===== src/rtl/uart_tx_parity.sv =====
// UART transmit serializer: start bit, LSB-first data, even parity, one stop bit.
// Each bit is held for CLKS_PER_BIT cycles; words are accepted only in IDLE.
module uart_tx_parity #(
   parameter int INPUT_DATA_WIDTH = 8,
   parameter int CLKS_PER_BIT     = 16
) (
   input  logic                        clk,
   input  logic                        reset,
   input  logic [INPUT_DATA_WIDTH-1:0] tx_data,
   input  logic                        tx_valid,
   output logic                        tx_ready,
   output logic                        serial_out,
   output logic                        tx_busy,
   output logic                        is_parity_stage
);

   localparam int CNT_W = (CLKS_PER_BIT > 1) ? $clog2(CLKS_PER_BIT) : 1;
   localparam int IDX_W = (INPUT_DATA_WIDTH > 1) ? $clog2(INPUT_DATA_WIDTH) : 1;
   localparam logic [CNT_W-1:0] CNT_LAST = CNT_W'(CLKS_PER_BIT - 1);
   localparam logic [IDX_W-1:0] IDX_LAST = IDX_W'(INPUT_DATA_WIDTH - 1);

   typedef enum logic [2:0] {IDLE, START, DATA, PARITY, STOP} state_t;

   state_t                      state_reg;
   logic [INPUT_DATA_WIDTH-1:0] shift_reg;
   logic                        parity_reg;
   logic [CNT_W-1:0]            baud_cnt_reg;
   logic [IDX_W-1:0]            bit_idx_reg;
   logic                        serial_reg;
   logic                        parity_stage_reg;

   logic                        bit_end;
   logic [INPUT_DATA_WIDTH-1:0] shift_next;

   assign bit_end    = (baud_cnt_reg == CNT_LAST);
   assign shift_next = shift_reg >> 1;

   assign tx_ready        = (state_reg == IDLE);
   assign tx_busy         = !tx_ready;
   assign serial_out      = serial_reg;
   assign is_parity_stage = parity_stage_reg;

   always_ff @(posedge clk) begin
      if (reset) begin
         state_reg        <= IDLE;
         shift_reg        <= '0;
         parity_reg       <= 1'b0;
         baud_cnt_reg     <= '0;
         bit_idx_reg      <= '0;
         serial_reg       <= 1'b1;
         parity_stage_reg <= 1'b0;
      end else begin
         if (state_reg != IDLE)
            baud_cnt_reg <= bit_end ? '0 : baud_cnt_reg + 1'b1;

         case (state_reg)
            IDLE: begin
               if (tx_valid) begin
                  shift_reg    <= tx_data;
                  parity_reg   <= ^tx_data;
                  baud_cnt_reg <= '0;
                  bit_idx_reg  <= '0;
                  serial_reg   <= 1'b0;
                  state_reg    <= START;
               end
            end
            START: begin
               if (bit_end) begin
                  serial_reg <= shift_reg[0];
                  state_reg  <= DATA;
               end
            end
            DATA: begin
               if (bit_end) begin
                  if (bit_idx_reg == IDX_LAST) begin
                     serial_reg       <= parity_reg;
                     parity_stage_reg <= 1'b1;
                     state_reg        <= PARITY;
                  end else begin
                     // Drive the next bit from the shifted value so the line
                     // changes on the same edge as the shift.
                     shift_reg   <= shift_next;
                     serial_reg  <= shift_next[0];
                     bit_idx_reg <= bit_idx_reg + 1'b1;
                  end
               end
            end
            PARITY: begin
               if (bit_end) begin
                  serial_reg       <= 1'b1;
                  parity_stage_reg <= 1'b0;
                  state_reg        <= STOP;
               end
            end
            STOP: begin
               if (bit_end) begin
                  serial_reg <= 1'b1;
                  state_reg  <= IDLE;
               end
            end
            default: begin
               serial_reg       <= 1'b1;
               parity_stage_reg <= 1'b0;
               state_reg        <= IDLE;
            end
         endcase
      end
   end

endmodule


===== config.mk =====
export PLATFORM = sky130hd
export DESIGN_NAME = uart_tx_parity
export DESIGN_NICKNAME = d
export VERILOG_FILES = /design/src/rtl/uart_tx_parity.sv
export SDC_FILE = /design/constraint.sdc
export NUM_CORES = 1
export LEC_CHECK = 0
export BUFFER_PORTS_ARGS = -buffer_cell sky130_fd_sc_hd__buf_2
export CAP_MARGIN = 20
export CELL_PAD_IN_SITES_DETAIL_PLACEMENT = 1
export CELL_PAD_IN_SITES_GLOBAL_PLACEMENT = 1
export CORE_AREA = 10 10 64 66
export DETAILED_ROUTE_END_ITERATION = 16
export DIE_AREA = 0 0 74 76
export PLACE_DENSITY_LB_ADDON = 0.05
export SYNTH_ARGS = -nofsm -noshare
export SYNTH_HDL_FRONTEND = slang
export SYNTH_SLANG_ARGS = --single-unit

===== constraint.sdc =====
create_clock -name clk -period 1.9 [get_ports clk]
set_clock_uncertainty 0.05 [all_clocks]
set_input_delay 0.19 -clock clk [delete_from_list [all_inputs] [get_ports clk]]
set_output_delay 0.19 -clock clk [all_outputs]
set_load 0.02 [all_outputs]

==> results by group <==
Status
  • Status: finished, final reports clean

Global route
  • Overflow after GRT: 0
  • Met1 usage: 12.8%
  • Largest net degree at the start of global routing: 22
  • GR peak layer: met2
  • Number of global-route vias before repair: roughly 1100
  • Met2 GRT Util: 17.4%
  • Tot GR Track Use: 10.7%
  • Met3 usage: 4.17%
  • Initial antenna violation count: 0
  • First-pass GRT wire length: 5.02 mm

Synthesis
  • Synth Instances: 127
  • Area leader, netlist: dfxtp_1
  • Register area share after synthesis: 37.0%
  • Synthesis Warnings: 0
  • Post-synth EDFFs: 0
  • Asr flop ratio synth: 0%
  • Mapped Avg Cell Area: 8.96 um2
  • Synth Net Count: around 140
  • Cell Area, Synth: 1140 um2
  • Netlist cell types: 39
  • Synth top area cells: dfxtp_1 37%, a21oi_1 7.5%, mux2i_1 6.2%, xnor2_1 5.4%, a211oi_1 4.6%
  • Top FF cell, synth: dfxtp_1
  • Share of the synthesized area in the top cell type: 37.0%
  • Synthesized flop and latch total: 21

Critical path
  • Crit-path max FO: 10
  • Setup Crit Path Kind: flip-flop to output port
  • R2R cell count: 7
  • WP buf/inv: 2
  • Worst Setup End Kind: output port
  • Critical Path AT: 1.55 ns
  • Largest stage delay, worst path: 0.46 ns
  • Worst reg2reg setup slack: 0.18 ns
  • Top delay family on crit path: simple AND/OR/NAND/NOR gates
  • Req. time, crit path: about 1.7 ns
  • Slowest CP cell: or3_4
  • Worst-path cell chain: or3_4, inv_1, buf_2
  • Critical path depth: 3
  • Crit start category: flip-flop

Floorplanning
  • Core ar.: 2930 um2
  • IO Pins: 15
  • Die ar.: 5620 um2
  • Die W: 74 um
  • Die Y-Extent: ~76 um
  • Initial Util: 38.8%
  • FP Rows: 20

Clock network
  • Clk slew on worst S/H paths: around 0.13 ns
  • H-Tree Depth: 1
  • CTS root buffer: clkbuf_4
  • Cts bufs inserted: 3
  • CTS tree: built
  • Sinks on Clock Net: 21
  • Clock Latency Late Sink: ~0.31 ns
  • CTS Buffer Depth: 2

Drt
  • DR vias: 1010
  • DR iter-0 viols: 66
  • Drt first pass iters: 4
  • Vias per inst: 5.77
  • DRT antenna net count: 0
  • Avg WL per Cell: about 16 um
  • Final wirelength: 2.84 mm
  • Drc violations: 0

Worst hold path
  • Worst hold-check path type: input port to flip-flop
  • Min-Delay Path Depth: 3

Timing
  • Slew Limit Fails: 0
  • Unrepaired setup endpoints after global routing: false
  • Fin. Hold Viols: 0
  • Period utilisation layout: 94.2%
  • Peak Freq: 0.559 GHz
  • Hold Slack: 0.101 ns
  • Final setup violation count: 0
  • Slew Limit Headroom: 72.2%
  • Slew @ Worst Pin: 0.418 ns
  • Fin crit period: 1.79 ns
  • Total negative slack: 0 ns

Power
  • Peak supply drop: 0.499 mV
  • Sequential share of power: 56.6%
  • Clk pwr share: 26.8%
  • Cell Pwr Density: 661 nW/um2
  • Pint: 0.000604 W
  • Net Sw Power: about 0.00024 W
  • Proportion of power drawn by combinational gates: 16.6%
  • P_leak: 0.471 nW
  • Switching Fraction: between 20% and 30%

Cells and area
  • Most frequent cells in the layout: 21 x dfxtp_1, 17 x a21oi_1, 14 x buf_2
  • # nets final: roughly 160
  • Fraction of layout cells with a size suffix above 1: 22.5%
  • Antenna Cells: 0
  • Max reg flops: 8
  • Commonest non-fill, non-tap cell in the layout: dfxtp_1
  • Final core utilization: 43.6%
  • Synthesis-to-finish area growth: 12.3%

Job
  • Max-Cap Viols: 0

Placement
  • I/O Buffers: 14
  • Final Wtd Congestion: between 0.7 and 0.8
  • Post-detail-place hpwl: 2.17 mm
worst reg2reg max path: cells and delay by family (launching register included):
kind | cells | cell delay [ns]
AND/OR/NAND/NOR | 1 | 0.34
adder cells (fa/ha/maj) | 2 | 0.39
flip-flops | 1 | 0.36
AO/OA/AOI/OAI | 3 | 0.32
buffers and inverters | 1 | 0.14
through the flow:
step / power [W] / cells / setup WS [ns] / cell area [um2]
finish: 0.000845 / 175 / 0.110 / 1280
global route: 0.000899 / 175 / 0.0214 / 1280
CTS: 0.000857 / 174 / 0.0282 / 1260
detailed placement: 0.000626 / 170 / 0.101 / 1230
global placement: 0.000621 / 170 / 0.198 / 1230
floorplan: 0.000581 / 127 / 0.218 / 1140
area by class of cell:
cell class	instances	area, um2
fillers	359	1650
multi-input cells	95	666
flip-flops and latches	21	420
repair buffers	20	115
well taps	33	41.3
clock buffers	3	22.5
inverters	2	7.51
clock inverters	1	5.00
worst paths after layout:
check                        end           start
setup / recovery        tx_ready    state_reg[2]
hold / removal      shift_reg[7]      tx_data[7]
setup reg to reg  bit_idx_reg[2]  bit_idx_reg[0]
hold reg to reg     shift_reg[7]    shift_reg[7]
power groups by stage:
stage / logic (W) / registers (W) / clock network (W)
2_1_floorplan: 0.0000983 / 0.000482 / 0
3_3_place_gp: 0.000134 / 0.000487 / 0
3_5_place_dp: 0.000138 / 0.000488 / 0
4_1_cts: 0.000138 / 0.000478 / 0.000240
5_1_grt: 0.000157 / 0.000482 / 0.000259
6_report: 0.000140 / 0.000478 / 0.000226
Yosys cell counts (2+ instances only):
cell and count:
mux2_2 2, buf_2 2, nor3_1 3, clkbuf_1 3, ha_1 3, o21ai_1 2
dfxtp_1 21, a21oi_1 17, or3_1 2, buf_6 2, mux2i_1 7, nand2_1 5
xnor2_1 7, nor2_1 7, nand3b_1 2, nand3_1 4, a311oi_1 3, inv_1 2
and4b_1 2, o21ai_0 6, a211oi_1 7
kinds of logic (layout without fill, tap and decap cells):
logic type / Yosys count / after routing / synth area share, %
XOR/XNOR: 8 / 8 / 6.16
AND/OR/NAND/NOR: 34 / 34 / 17.7
multiplexers: 9 / 9 / 8.14
buffers and inverters: 11 / 26 / 5.61
flip-flops: 21 / 21 / 37.0
adder cells (fa/ha/maj): 3 / 3 / 3.30
AO/OA/AOI/OAI: 41 / 41 / 22.1
timing repair:
action / in CTS / in global routing
setup endpoints to repair: 0 / 6
gates resized for setup: 0 / 2
hold buffers: 0 / 0
buffers inserted: 0 / 1
layer usage:
metal | routed length, um | up-vias
met1 | 1340 | 491
met2 | 1360 | 15
li1 | - | 502
met5 | 0 | -
met3 | 129 | 2
met4 | 13 | 0
(Power assumes the default switching activity.)
